## src/rtl/scan_index_counter.sv

```systemverilog
// Coefficient-scan index counter: up/down zig-zag index per block, with stall and abort.
// Optional completed-block counter output enabled by defining SCAN_CNT_BLKCNT_EN.
module scan_index_counter #(
    parameter int MAX_COUNT = 15,
    parameter int WIDTH     = 4
`ifdef SCAN_CNT_BLKCNT_EN
    ,
    parameter int BLK_W     = 8
`endif
) (
    input  logic             clk,
    input  logic             rst,
    input  logic             start,
    input  logic             dir,
    input  logic             en,
    input  logic             clr,
    output logic [WIDTH-1:0] count,
    output logic             busy,
    output logic             last,
    output logic             done
`ifdef SCAN_CNT_BLKCNT_EN
    ,
    output logic [BLK_W-1:0] blk_cnt
`endif
);

    generate
        if (MAX_COUNT >= (1 << WIDTH) || MAX_COUNT < 0) begin : g_bad_cfg
            $error("scan_index_counter: MAX_COUNT does not fit in WIDTH");
        end
    endgenerate

    localparam logic [0:0] S_IDLE = 1'b0;
    localparam logic [0:0] S_RUN  = 1'b1;

    localparam logic [WIDTH-1:0] CMAX = WIDTH'(MAX_COUNT);

    logic [0:0]       state_q;
    logic [0:0]       state_d;
    logic             dir_q;
    logic             dir_d;
    logic [WIDTH-1:0] count_d;
    logic             done_d;
    logic [WIDTH-1:0] terminal;
    logic             at_term;

    // Reverse scans end at index 0, forward scans at the block's top index.
    assign terminal = dir_q ? '0 : CMAX;
    assign at_term  = (count == terminal);

    always_comb begin
        state_d = state_q;
        dir_d   = dir_q;
        count_d = count;
        done_d  = 1'b0;
        if (clr) begin
            state_d = S_IDLE;
            count_d = '0;
        end else begin
            case (state_q)
                S_IDLE: begin
                    if (start) begin
                        state_d = S_RUN;
                        dir_d   = dir;
                        count_d = dir ? CMAX : '0;
                    end
                end
                S_RUN: begin
                    if (en) begin
                        if (at_term) begin
                            state_d = S_IDLE;
                            done_d  = 1'b1;
                        end else if (dir_q) begin
                            count_d = count - 1'b1;
                        end else begin
                            count_d = count + 1'b1;
                        end
                    end
                end
                default: state_d = S_IDLE;
            endcase
        end
    end

    always_ff @(posedge clk or negedge rst) begin
        if (!rst) begin
            state_q <= S_IDLE;
            dir_q   <= 1'b0;
            count   <= '0;
            done    <= 1'b0;
        end else begin
            state_q <= state_d;
            dir_q   <= dir_d;
            count   <= count_d;
            done    <= done_d;
        end
    end

    assign busy = (state_q == S_RUN);
    assign last = busy & at_term;

`ifdef SCAN_CNT_BLKCNT_EN
    // Survives clr on purpose: only completed blocks are counted.
    always_ff @(posedge clk or negedge rst) begin
        if (!rst) begin
            blk_cnt <= '0;
        end else if (done_d) begin
            blk_cnt <= blk_cnt + 1'b1;
        end
    end
`endif

endmodule

```

## config.mk

```make
export PLATFORM = sky130hd
export DESIGN_NAME = scan_index_counter
export DESIGN_NICKNAME = d
export VERILOG_FILES = /design/src/rtl/scan_index_counter.sv
export SDC_FILE = /design/constraint.sdc
export NUM_CORES = 1
export LEC_CHECK = 0
export CAP_MARGIN = 20
export CORE_AREA = 2 2 39 41
export CTS_CLUSTER_SIZE = 12
export DETAILED_ROUTE_END_ITERATION = 6
export DIE_AREA = 0 0 41 43
export PLACE_DENSITY = 0.72
export SYNTH_ARGS = -nofsm -noshare
export SYNTH_HDL_FRONTEND = slang
export SYNTH_SLANG_ARGS = --single-unit
```

## constraint.sdc

```tcl
create_clock -name clk -period 1.7 [get_ports clk]
set_clock_uncertainty 0.15 [all_clocks]
set_input_delay 0.17 -clock clk [delete_from_list [all_inputs] [get_ports clk]]
set_output_delay 0.17 -clock clk [all_outputs]
set_load 0.02 [all_outputs]
```

==> impl_results.md <==
- RSZ-0062 raised after global routing: yes
- Total length of routed wires: about 1.1 mm
- CP max FO: 6
- Row count: 14
- Initial antenna violation count: 0
- Worst skew pair latency: 0.25 ns
- Mapped Area: 454 sq um
- Slew Viols, Final: 0
- Initial core utilization: 0.328
- Post-synth top flop: dfrtp_1
- Post-synth EDFFs: 0
- RR Endpoint: count[0]
- Yosys cell types: 24
- TritonCTS clock tree: yes
- Share of the synthesized area in the top cell type: 0.386
- Vias in the first global route: 410
- Global route overflow: 0
- Slew @ Worst Pin: about 0.41 ns
- TritonCTS Buffers: 3
- Pwr Total: about 0.70 mW
- Final GP Congestion: 0.733
- Final worst slack: -0.143 ns
- Placed Area: just under 700 sq um
- Antenna diodes: 0
- ANT nets after route: 0
- Critical-path cell with the highest stage delay: dfrtp_2
- Gr usage total: 0.158
- CP required: 1.68 ns
- I/O Pins: 13
- 1st-iter DRT viols: 4
- Max Cap Viol: 0
- First-pass GRT wire length: 1.79 mm
- H-tree depth: 1
- Synth top area cells: dfrtp_1 39%, mux2_1 7.4%, ha_1 5.5%
- Remaining DRCs: 0
- Mean Syn Cell Area: approximately 11 sq um
- Failing checks: setup timing
- Vias per cell: 4.95
- Crit path max-delay family: flip-flops
- Clk buf depth: 2
- Final net count: 77
- TritonRoute pass-1 iters: 3
- Final Instance Count excl. Fillers: 83
- R2R setup slack: -0.14 ns
- Layout area overhead: 66.4%
- Final std cell area, no fill: 756 sq um
- Fin crit period: around 1.8 ns
- Critical Path, Cell by Cell: or3b_4 -> a21oi_4 -> buf_6 -> o21bai_4 -> mux2_1
- Slew margin rel.: 0.724
- Largest net degree at the start of global routing: 11
- Yosys Warn Count: 0
- CP Depth: 5
- Port-buffer cells: 12
- Status: complete, but fails checks
- Placeable Area: 0.00138 sq mm
- Crit. Startpoint: dir_q
- CP endpoint kind: register
- FFs w/ async S/R, synth: 1.00
- Critical Path Start Type: register
- Cell count of the worst reg-to-reg path: 5
- Mapped Cells: 40
- Worst stage delay on the critical path: 0.44 ns
- Syn Nets: 49
- DP Cell Count: slightly below 80
- Clock Pin Slew Worst Setup and Hold Paths: 0.06 ns
- Place WS: -0.270 ns
- Data arrival time of the worst path: between 1.5 and 2 ns
- Worst R2R Start: dir_q
- Power Density: 929 mW/mm^2
- Leakage: 0.351 nW
- Critical Path End: count[0]
- Crit share post-route: 1.08
- # setup viols final: 5
- Fmax: around 540 MHz
- Cell taking the most area after synthesis: dfrtp_1
- Routed wire length per instance: about 13 um
- Commonest cells in the netlist: 7 x dfrtp_1, 4 x a21oi_1, 3 x mux2_1, 3 x nor2_1
- Final hold vios: 0
- Critical Setup Path Class: register to register
- VDD IR max: 502 uV
- Root Driver: clkbuf_4
- WP buf/inv: 1
- Synthesized flop and latch total: 7
- Die Area: 0.00176 sq mm
- Die W: 41 um
- Share of cells above drive strength 1: 0.478
- Clock sinks: 7
- HP Class: input port to async pin
- Register area share after synthesis: 0.386
- Detail Placement HPWL: 807 um
- Most common cell in the synthesized netlist: dfrtp_1
- Via count: 411
- Die Ht: 43 um
-- cell type report --
type,instances,area (sq um)
well taps,16,20.0
fillers,133,628
multi-input cells,31,312
clock buffers,4,26.3
inverters,1,3.75
flip-flops and latches,7,181
repair buffers,24,213
-- stage by stage --
step | TNS, ns | util | hold WS (ns)
after floorplan | -0.506 | - | -0.276
after global placement | -0.726 | 0.501 | 0.306
after detailed placement | -1.07 | 0.501 | 0.306
after CTS | -0.589 | 0.534 | 0.0425
after global routing | -0.942 | 0.546 | 0.0630
final | -0.623 | 0.546 | 0.0422
-- timing repair --
action | 4_1_cts | 5_1_grt
setup buffers | 0 | 1
hold endpoints to repair | 0 | 0
hold buffers | 0 | 0
pin swaps | 1 | 4
resized for setup | 10 | 3
endpoints found under the setup margin | 6 | 7
-- where the power goes --
part / switching [mW] / total [mW] / internal, mW
sequential: 0.0268 / 0.220 / 0.193
combinational: 0.143 / 0.332 / 0.190
clock: 0.0602 / 0.150 / 0.0895
total: 0.229 / 0.702 / 0.473
-- state kept, by name, indices dropped and copies added (netlist names) --
name   flops
count      4
dir_q      1
busy       1
done       1
-- worst min path at each step --
stage,endpoint,cells past startpoint
global route,count[0],1
CTS,count[1],1
global placement,dir_q,1
floorplan,busy,0
finish,count[1],1
detailed placement,dir_q,1
-- logic make-up after synthesis --
group,synth area share
AOI/OAI and AO/OA,0.212
xor gates and xnor gates,0.0386
adders and majority gates,0.0992
buffers and inverters,0.0165
DFF,0.386
muxes,0.121
and+or+nand+nor,0.127
-- placed cells by master (no fill, tap or decap), types with 2 or more instances in the layout --
master | synthesis | layout
ha_4 | 0 | 2
mux2_4 | 0 | 2
dfrtp_2 | 0 | 5
clkdlybuf4s50_1 | 0 | 8
nand2_1 | 2 | 2
nor2_1 | 3 | 3
dlymetal6s2s_1 | 0 | 2
buf_4 | 0 | 11
a21oi_1 | 4 | 4
xnor2_1 | 2 | 2
clkbuf_4 | 0 | 3
dfrtp_1 | 7 | 2
-- worst register-to-register path: stages (launching register included) --
cell      delay [ns]
dfrtp_2         0.44
or3b_4          0.42
a21oi_4         0.17
buf_6           0.12
o21bai_4        0.09
mux2_1          0.32
-- per-layer routing --
layer	GRT usage	vias up	share of wire
li1	-	199	-
met1	0.175	200	0.43
met2	0.256	10	0.52
met3	0.0314	2	0.032
met4	0.100	0	0.018
met5	0	-	0
Note: power is estimated with default switching activity, not from simulation.
